==> src/rtl/syncfifo_width_conv_if.sv <==
`default_nettype none
// ============================================================================
//  Module      : syncfifo_width_conv_if
//  Description : Handshake/data bundle for the width-converting sync FIFO.
//                master = producer/consumer side, slave = the FIFO itself.
//                Write side : din, wr_en, wr_flush -> full
//                Read side  : rd_en -> dout, dout_keep, empty
//                Status     : data_count, prog_full, prog_empty,
//                             overflow, underflow
//  Revision    : 1.0  initial release
// ============================================================================
interface syncfifo_width_conv_if #(
    parameter int DIN_WIDTH  = 8,
    parameter int DOUT_WIDTH = 32,
    parameter int ADDR_WIDTH = 4
);
    // One keep bit per narrow slice when upsizing, a single bit otherwise.
    localparam int c_kw = (DOUT_WIDTH > DIN_WIDTH) ? (DOUT_WIDTH / DIN_WIDTH) : 1;

    logic [DIN_WIDTH-1:0]  din;
    logic                  wr_en;
    logic                  wr_flush;
    logic                  full;
    logic [DOUT_WIDTH-1:0] dout;
    logic [c_kw-1:0]       dout_keep;
    logic                  rd_en;
    logic                  empty;
    logic [ADDR_WIDTH:0]   data_count;
    logic                  prog_full;
    logic                  prog_empty;
    logic                  overflow;
    logic                  underflow;

    modport master (
        output din, wr_en, wr_flush, rd_en,
        input  full, dout, dout_keep, empty, data_count,
               prog_full, prog_empty, overflow, underflow
    );

    modport slave (
        input  din, wr_en, wr_flush, rd_en,
        output full, dout, dout_keep, empty, data_count,
               prog_full, prog_empty, overflow, underflow
    );
endinterface
`default_nettype wire

==> src/rtl/syncfifo_width_conv.sv <==
`default_nettype none
// ============================================================================
//  Module      : syncfifo_width_conv
//  Description : Synchronous FIFO converting between din and dout widths at
//                any integer ratio R. Upsizing packs R narrow words per
//                storage entry (with partial-word flush and per-slice keep);
//                downsizing unpacks one wide entry over R reads.
//  Ports       : clk        - clock, rising edge
//                rst        - asynchronous active-high reset
//                bus (slave)- din/wr_en/wr_flush/full, dout/dout_keep/rd_en/
//                             empty, data_count, prog_full/prog_empty,
//                             sticky overflow/underflow
//  Revision    : 1.0  initial release
// ============================================================================
module syncfifo_width_conv #(
    parameter int    DIN_WIDTH     = 8,
    parameter int    DOUT_WIDTH    = 32,
    parameter int    ADDR_WIDTH    = 4,
    parameter int    FWFT_EN       = 1,
    parameter int    MSB_FIRST     = 1,
    parameter int    PROG_FULL_TH  = 12,
    parameter int    PROG_EMPTY_TH = 2,
    parameter string RAM_STYLE     = "distributed"
) (
    input  wire                   clk,
    input  wire                   rst,
    syncfifo_width_conv_if.slave  bus
);

    localparam int c_wide   = (DIN_WIDTH > DOUT_WIDTH) ? DIN_WIDTH : DOUT_WIDTH;
    localparam int c_narrow = (DIN_WIDTH > DOUT_WIDTH) ? DOUT_WIDTH : DIN_WIDTH;
    localparam int c_r      = c_wide / c_narrow;
    localparam bit c_up     = (DOUT_WIDTH > DIN_WIDTH);
    localparam bit c_down   = (DIN_WIDTH > DOUT_WIDTH);
    localparam int c_kw     = c_up ? c_r : 1;
    localparam int c_cw     = (c_r > 1) ? $clog2(c_r) : 1;
    localparam int c_depth  = 1 << ADDR_WIDTH;
    localparam int c_aw     = (ADDR_WIDTH > 0) ? ADDR_WIDTH : 1;

    localparam logic [c_cw-1:0]     c_last  = c_cw'(c_r - 1);
    localparam logic [ADDR_WIDTH:0] c_pf_th = (ADDR_WIDTH + 1)'(PROG_FULL_TH);
    localparam logic [ADDR_WIDTH:0] c_pe_th = (ADDR_WIDTH + 1)'(PROG_EMPTY_TH);

    // ------------------------------------------------------------------
    // Storage pointers and status
    // ------------------------------------------------------------------
    logic [ADDR_WIDTH:0]   r_wptr;
    logic [ADDR_WIDTH:0]   r_rptr;
    logic [ADDR_WIDTH:0]   w_count;
    logic                  r_overflow;
    logic                  r_underflow;
    logic                  w_st_full;
    logic                  w_st_empty;
    logic                  w_st_wr;
    logic                  w_pop;
    logic                  w_full;
    logic                  w_empty;
    logic                  w_wr_acc;
    logic                  w_rd_acc;
    logic [c_wide-1:0]     w_st_wdata;
    logic [c_kw-1:0]       w_st_wkeep;
    logic [c_wide-1:0]     w_head;
    logic [c_kw-1:0]       w_head_keep;
    logic [c_aw-1:0]       w_waddr;
    logic [c_aw-1:0]       w_raddr;
    logic [DOUT_WIDTH-1:0] w_rd_data;
    logic [c_kw-1:0]       w_rd_keep;

    // Depth is a power of two, so the count MSB is set only at exactly D.
    assign w_count    = r_wptr - r_rptr;
    assign w_st_empty = (r_wptr == r_rptr);
    assign w_st_full  = w_count[ADDR_WIDTH];
    assign w_empty    = w_st_empty;
    assign w_wr_acc   = bus.wr_en && !w_full;
    assign w_rd_acc   = bus.rd_en && !w_empty;
    assign w_waddr    = (ADDR_WIDTH > 0) ? r_wptr[c_aw-1:0] : '0;
    assign w_raddr    = (ADDR_WIDTH > 0) ? r_rptr[c_aw-1:0] : '0;

    always_ff @(posedge clk or posedge rst) begin
        if (rst) begin
            r_wptr      <= '0;
            r_rptr      <= '0;
            r_overflow  <= 1'b0;
            r_underflow <= 1'b0;
        end else begin
            if (w_st_wr)
                r_wptr <= r_wptr + 1'b1;
            if (w_pop)
                r_rptr <= r_rptr + 1'b1;
            if (bus.wr_en && w_full)
                r_overflow <= 1'b1;
            if (bus.rd_en && w_empty)
                r_underflow <= 1'b1;
        end
    end

    // ------------------------------------------------------------------
    // Storage array (data + keep), asynchronous read of the head entry
    // ------------------------------------------------------------------
    if (RAM_STYLE == "block") begin : g_mem_block
        (* ram_style = "block" *) logic [c_wide-1:0] r_mem  [0:c_depth-1];
        (* ram_style = "block" *) logic [c_kw-1:0]   r_kmem [0:c_depth-1];

        always_ff @(posedge clk) begin
            if (w_st_wr) begin
                r_mem[w_waddr]  <= w_st_wdata;
                r_kmem[w_waddr] <= w_st_wkeep;
            end
        end

        assign w_head      = r_mem[w_raddr];
        assign w_head_keep = r_kmem[w_raddr];
    end else begin : g_mem_dist
        (* ram_style = "distributed" *) logic [c_wide-1:0] r_mem  [0:c_depth-1];
        (* ram_style = "distributed" *) logic [c_kw-1:0]   r_kmem [0:c_depth-1];

        always_ff @(posedge clk) begin
            if (w_st_wr) begin
                r_mem[w_waddr]  <= w_st_wdata;
                r_kmem[w_waddr] <= w_st_wkeep;
            end
        end

        assign w_head      = r_mem[w_raddr];
        assign w_head_keep = r_kmem[w_raddr];
    end

    // ------------------------------------------------------------------
    // Write side
    // ------------------------------------------------------------------
    if (c_up) begin : g_pack
        logic [c_wide-1:0] r_pack;
        logic [c_cw-1:0]   r_pack_cnt;
        logic              r_flush_pending;
        logic [c_wide-1:0] w_pack_nxt;
        logic [c_cw:0]     w_cnt_eff;
        logic [c_kw-1:0]   w_part_keep;
        logic              w_complete;
        logic              w_flush_req;

        // Words held after this cycle's accepted din (if any).
        assign w_cnt_eff = {1'b0, r_pack_cnt} + {{c_cw{1'b0}}, w_wr_acc};

        always_comb begin
            w_pack_nxt  = r_pack;
            w_part_keep = '0;
            for (int k = 0; k < c_r; k++) begin
                if (w_wr_acc && (k == int'(r_pack_cnt)))
                    w_pack_nxt[((MSB_FIRST != 0) ? (c_r - 1 - k) : k) * c_narrow +: c_narrow] = bus.din;
                if (k < int'(w_cnt_eff))
                    w_part_keep[(MSB_FIRST != 0) ? (c_r - 1 - k) : k] = 1'b1;
            end
        end

        assign w_complete  = w_wr_acc && (r_pack_cnt == c_last);
        // A din that completes the word turns a flush into a normal commit.
        assign w_flush_req = r_flush_pending ||
                             (bus.wr_flush && !w_complete && (w_cnt_eff != '0));
        // A pending flush blocks writes so the partial word cannot grow.
        assign w_full      = (w_st_full && (r_pack_cnt == c_last)) || r_flush_pending;
        assign w_st_wr     = w_complete || (w_flush_req && !w_st_full);
        assign w_st_wdata  = w_pack_nxt;
        assign w_st_wkeep  = w_complete ? '1 : w_part_keep;

        always_ff @(posedge clk or posedge rst) begin
            if (rst) begin
                r_pack          <= '0;
                r_pack_cnt      <= '0;
                r_flush_pending <= 1'b0;
            end else if (w_st_wr) begin
                // Clear so unused slices of the next partial word read as 0.
                r_pack          <= '0;
                r_pack_cnt      <= '0;
                r_flush_pending <= 1'b0;
            end else if (w_flush_req) begin
                r_pack          <= w_pack_nxt;
                r_pack_cnt      <= w_cnt_eff[c_cw-1:0];
                r_flush_pending <= 1'b1;
            end else if (w_wr_acc) begin
                r_pack          <= w_pack_nxt;
                r_pack_cnt      <= r_pack_cnt + 1'b1;
            end
        end
    end else begin : g_direct
        logic w_unused_flush;

        assign w_unused_flush = bus.wr_flush;
        assign w_full         = w_st_full;
        assign w_st_wr        = w_wr_acc;
        assign w_st_wdata     = bus.din;
        assign w_st_wkeep     = '1;
    end

    // ------------------------------------------------------------------
    // Read side
    // ------------------------------------------------------------------
    if (c_down) begin : g_unpack
        logic [c_cw-1:0] r_unpk;

        always_comb begin
            w_rd_data = '0;
            for (int k = 0; k < c_r; k++) begin
                if (k == int'(r_unpk))
                    w_rd_data = w_head[((MSB_FIRST != 0) ? (c_r - 1 - k) : k) * c_narrow +: c_narrow];
            end
        end

        assign w_rd_keep = w_head_keep;
        assign w_pop     = w_rd_acc && (r_unpk == c_last);

        always_ff @(posedge clk or posedge rst) begin
            if (rst)
                r_unpk <= '0;
            else if (w_rd_acc)
                r_unpk <= (r_unpk == c_last) ? '0 : (r_unpk + 1'b1);
        end
    end else begin : g_whole
        assign w_rd_data = w_head;
        assign w_rd_keep = w_head_keep;
        assign w_pop     = w_rd_acc;
    end

    if (FWFT_EN != 0) begin : g_fwft
        assign bus.dout      = w_empty ? '0 : w_rd_data;
        assign bus.dout_keep = w_empty ? '0 : w_rd_keep;
    end else begin : g_std
        logic [DOUT_WIDTH-1:0] r_dout;
        logic [c_kw-1:0]       r_keep;

        always_ff @(posedge clk or posedge rst) begin
            if (rst) begin
                r_dout <= '0;
                r_keep <= '0;
            end else if (w_rd_acc) begin
                r_dout <= w_rd_data;
                r_keep <= w_rd_keep;
            end
        end

        assign bus.dout      = r_dout;
        assign bus.dout_keep = r_keep;
    end

    // ------------------------------------------------------------------
    // Flags
    // ------------------------------------------------------------------
    assign bus.full       = w_full;
    assign bus.empty      = w_empty;
    assign bus.data_count = w_count;
    assign bus.prog_full  = (w_count >= c_pf_th);
    assign bus.prog_empty = (w_count <= c_pe_th);
    assign bus.overflow   = r_overflow;
    assign bus.underflow  = r_underflow;

endmodule
`default_nettype wire

==> src/flat_wrapper.sv <==
// flat-port wrapper written by rule: the top's interface ports become plain ports
module syncfifo_width_conv_flat 
#(
    parameter int    DIN_WIDTH     = 8,
    parameter int    DOUT_WIDTH    = 32,
    parameter int    ADDR_WIDTH    = 4,
    parameter int    FWFT_EN       = 1,
    parameter int    MSB_FIRST     = 1,
    parameter int    PROG_FULL_TH  = 12,
    parameter int    PROG_EMPTY_TH = 2,
    parameter string RAM_STYLE     = "           "
)
  (clk, rst, bus_din, bus_wr_en, bus_wr_flush, bus_rd_en, bus_full, bus_dout, bus_dout_keep, bus_empty, bus_data_count, bus_prog_full, bus_prog_empty, bus_overflow, bus_underflow);
  syncfifo_width_conv_if #(.DIN_WIDTH(DIN_WIDTH), .DOUT_WIDTH(DOUT_WIDTH), .ADDR_WIDTH(ADDR_WIDTH)) bus_i ();
  input  wire clk;
  input  wire rst;
  input wire logic [$bits(bus_i.din)-1:0] bus_din;
  input wire logic [$bits(bus_i.wr_en)-1:0] bus_wr_en;
  input wire logic [$bits(bus_i.wr_flush)-1:0] bus_wr_flush;
  input wire logic [$bits(bus_i.rd_en)-1:0] bus_rd_en;
  output wire logic [$bits(bus_i.full)-1:0] bus_full;
  output wire logic [$bits(bus_i.dout)-1:0] bus_dout;
  output wire logic [$bits(bus_i.dout_keep)-1:0] bus_dout_keep;
  output wire logic [$bits(bus_i.empty)-1:0] bus_empty;
  output wire logic [$bits(bus_i.data_count)-1:0] bus_data_count;
  output wire logic [$bits(bus_i.prog_full)-1:0] bus_prog_full;
  output wire logic [$bits(bus_i.prog_empty)-1:0] bus_prog_empty;
  output wire logic [$bits(bus_i.overflow)-1:0] bus_overflow;
  output wire logic [$bits(bus_i.underflow)-1:0] bus_underflow;
  assign bus_i.din = bus_din;
  assign bus_i.wr_en = bus_wr_en;
  assign bus_i.wr_flush = bus_wr_flush;
  assign bus_i.rd_en = bus_rd_en;
  assign bus_full = bus_i.full;
  assign bus_dout = bus_i.dout;
  assign bus_dout_keep = bus_i.dout_keep;
  assign bus_empty = bus_i.empty;
  assign bus_data_count = bus_i.data_count;
  assign bus_prog_full = bus_i.prog_full;
  assign bus_prog_empty = bus_i.prog_empty;
  assign bus_overflow = bus_i.overflow;
  assign bus_underflow = bus_i.underflow;
  syncfifo_width_conv #(.DIN_WIDTH(DIN_WIDTH), .DOUT_WIDTH(DOUT_WIDTH), .ADDR_WIDTH(ADDR_WIDTH), .FWFT_EN(FWFT_EN), .MSB_FIRST(MSB_FIRST), .PROG_FULL_TH(PROG_FULL_TH), .PROG_EMPTY_TH(PROG_EMPTY_TH), .RAM_STYLE(RAM_STYLE)) u_core (.clk(clk), .rst(rst), .bus(bus_i));
endmodule
==> config.mk <==
export PLATFORM = sky130hd
export DESIGN_NAME = syncfifo_width_conv_flat
export DESIGN_NICKNAME = d
export VERILOG_FILES = /design/src/rtl/syncfifo_width_conv_if.sv /design/src/rtl/syncfifo_width_conv.sv /design/src/flat_wrapper.sv
export SDC_FILE = /design/constraint.sdc
export NUM_CORES = 1
export LEC_CHECK = 0
export ABC_CLOCK_PERIOD_IN_PS = 7800
export BUFFER_PORTS_ARGS = -buffer_cell sky130_fd_sc_hd__buf_4
export CAP_MARGIN = 20
export CORE_AREA = 2 2 154 269
export CTS_BUF_LIST = sky130_fd_sc_hd__clkbuf_16
export CTS_CLUSTER_DIAMETER = 100
export DETAILED_ROUTE_END_ITERATION = 8
export DIE_AREA = 0 0 156 271
export PLACE_DENSITY_LB_ADDON = 0.12
export SYNTH_ARGS = -nofsm -noshare
export SYNTH_HDL_FRONTEND = slang
export SYNTH_SLANG_ARGS = --single-unit
export TNS_END_PERCENT = 20
==> constraint.sdc <==
create_clock -name clk -period 7.8 [get_ports clk]
set_input_delay 0.39 -clock clk [delete_from_list [all_inputs] [get_ports clk]]
set_output_delay 0.39 -clock clk [all_outputs]
set_load 0.1 [all_outputs]
==> key figures <==
Synthesis
  • Synth Area in XOR/XNOR: 0.3926%
  • Post-synthesis compound-gate area fraction: 1.861%
  • Mux cell area share after synthesis: 17.99%
  • Mapped Area: 0.02454 mm²
  • FFs w/ async S/R, synth: 7.544%
  • Top FF cell, synth: edfxtp_1
  • Adder-Cell Fraction of Synth Area: 0.8974%
  • Dominant cell type by area after synthesis: edfxtp_1
  • Largest family of logic cells by synthesized area: multiplexers
  • Post-synthesis simple-gate area fraction: 2.381%
  • Cells after Synth: 1,083
  • Post-synthesis register bit count: 623
  • Post-synthesis sequential area ratio: 75.28%
  • Mean Syn Cell Area: 22.66 µm²
  • Synth cell count leaders: edfxtp_1 (576), mux4_2 (180), nor2b_1 (52)
  • Synth top area cells: edfxtp_1 (70%), mux4_2 (17%), dfrtp_1 (4.8%)
  • Count leader, synth: edfxtp_1
  • Number of synthesized flops with an enable pin: 576
  • Syn nets: 1,113
  • YS warnings: 0
  • Top cell type's share of synthesized area: 70.49%
  • Cell variety after synth: 41

CTS
  • Worst-Skew Late Latency: 0.58 ns
  • Setup Buffers After CTS: 0
  • Sink Count: 623
  • Worst-case clock buffer depth: 3
  • CTS HTree Levels: 2
  • CTS tree: yes
  • Clock root cell: clkbuf_16
  • Clock transition at path regs: 0.06 ns
  • Number of buffers created by CTS: 52

Global routing
  • Global-route usage over all layers: 25.38%
  • Largest net degree at the start of global routing: 61
  • Global-route wire length before repair: 76.40 mm
  • GRT Residual Overflow: 0
  • Vias in the first global route: 11,477
  • Initial antenna violation count: 2

Final layout
  • Fillers: 2,437
  • Post-Layout Cell Count: 1,696
  • Area Growth Syn to Fin: 10.70%
  • Ant diodes: 0
  • Layout cell share with drive strength beyond 1: 32.64%
  • Nets@finish: 1,193
  • Core Util, Final: 68.03%

Route
  • Via count: 11,199
  • Iteration-0 DRC Markers: 1,054
  • Drt first pass iters: 5
  • Wire per inst: 30.52 µm
  • DR vias/cell: 6.603
  • Post-route ant nets: 0
  • DRC: 0
  • Final wirelength: 51.76 mm

Critical path
  • CP Data Required Time: 8.05 ns
  • Worst-path maximum fanout: 40
  • Critical path class: register to register
  • Critical path arrival: 5.97 ns
  • CP Launch Type: register
  • Critical Path End Type: register
  • R2r startpoint: u_core.r_rptr[1]
  • Crit path launch: u_core.r_rptr[1]

STA
  • Fin. max-slew vios: 0
  • Worst setup margin: 2.085 ns
  • Layout Skew: 0.01752 ns
  • Max_slew headroom: 26.70%
  • Worst Max-Slew Pin Slew: 1.100 ns
  • Crit path time final: 5.715 ns
  • Fmax: 175.0 MHz
  • Setup violators final: 0
  • Final hold vios: 0
  • Fin crit share: 73.27%
  • RSZ-0062 raised after global routing: false
  • Setup total negative slack: 0 ns

Min path
  • HP Class: input port to register
  • Worst Hold Launch: bus_rd_en

Floorplanning
  • Rows: 97
  • Die X: 156 µm
  • Die outline height: 271 µm
  • I/O pins: 60
  • Die ar.: 0.04228 mm²
  • Core area: 0.03993 mm²
  • Initial Util: 61.45%

Placed design
  • GP Congestion: 0.8005
  • PortBufs: 59
  • Placed Instances: 1,599
  • Pre-CTS setup slack: 2.057 ns
  • DPL Wire Length: 30.77 mm

Run
  • Max Cap Viol: 0

Outcome
  • Outcome: completed
==> layer usage <==
layer | vias to the layer above | wire length, µm | part of all wire [%] | global-route usage, %
met5 | - | 0 | 0 | 0
met4 | 0 | 1188 | 2.3 | 6.446
met3 | 72 | 2825 | 5.5 | 2.979
met2 | 396 | 26820 | 52 | 41.92
met1 | 6043 | 20930 | 40 | 37.10
li1 | 4688 | - | - | -
==> worst max-delay path: stages (launching register included) <==
cell,delay [ns]
dfrtp_4,0.83
inv_1,0.19
fa_1,0.48
and3_1,0.21
or3_1,0.54
nand2_1,0.24
clkinvlp_4,0.16
a21oi_1,0.24
ha_1,0.21
inv_1,0.05
ha_1,0.31
o31a_1,0.19
nor2_1,0.10
a22oi_2,0.14
buf_4,0.31
and3_2,0.78
buf_4,0.39
==> metrics by stage <==
| step | hold WS (ns) | cell area, µm² |
|---|---|---|
| after floorplan | 0.4584 | 24550 |
| after global placement | 0.4439 | 25500 |
| after detailed placement | 0.4475 | 25520 |
| after CTS | 0.01277 | 27070 |
| after global routing | 0.04028 | 27160 |
| final | 0.03259 | 27160 |
==> registers in the layout (all words and copies together), names as in the netlist <==
name	cells
u_core.g_pack.r_pack_cnt	2
u_core.r_wptr	5
u_core.g_pack.r_flush_pending	1
u_core.g_mem_dist.r_mem	512
u_core.g_mem_dist.r_kmem	64
u_core.bus.overflow	1
u_core.g_pack.r_pack	32
u_core.bus.underflow	1
u_core.r_rptr	5
==> final cells by class <==
cell class	count	area, µm²	share of cell area (%)
multi-input combinational	393	5797	21.34
inverter	14	56.30	0.2073
timing repair buffer	79	665.6	2.450
tap	495	619.3	2.280
sequential	623	18480	68.03
clock buffer	53	1326	4.882
clock inverter	39	219.0	0.8060
==> final timing paths <==
path / cells past startpoint / endpoint / slack [ns]
worst max-delay path: 16 / u_core.g_mem_dist.r_kmem[11][2] / 2.09
worst min-delay path: 2 / u_core.bus.underflow / 0.03
worst max register to register: 16 / u_core.g_mem_dist.r_kmem[11][2] / 2.09
worst min register to register: 1 / u_core.bus.underflow / 0.46
max in group asynchronous: 4 / u_core.r_rptr[1] / 6.82
min in group asynchronous: 3 / u_core.g_pack.r_pack[4] / 0.45
==> logic make-up after synthesis <==
family	after synthesis
flops	623
mux	212
simple gates	99
buf+inv	67
compound gates	54
fa+ha+maj	17
xor+xnor	11
==> cells in the final DEF (no fill, tap or decap), types with 3 or more instances in the layout <==
cell type,count
edfxtp_1,576
inv_2,5
buf_12,4
mux2_2,32
clkinv_1,6
clkbuf_16,53
xnor2_1,9
a21o_1,6
mux4_2,180
a22o_1,24
nor2b_1,52
nand2_1,11
buf_4,73
nor2_1,5
nand4_1,3
a31oi_4,3
clkinv_2,12
and3_2,15
o21ai_0,7
ha_1,16
a21oi_1,6
dfrtp_1,44
inv_1,26
==> timing repair <==
| item | in CTS | in global routing |
|---|---|---|
| hold endpoints to repair | 0 | 22 |
| hold buffers | 0 | 1 |
| resized for setup | 0 | 0 |
Power is not shown: default switching activity piles up to over one toggle a cycle in this logic, so the estimate is an artifact.
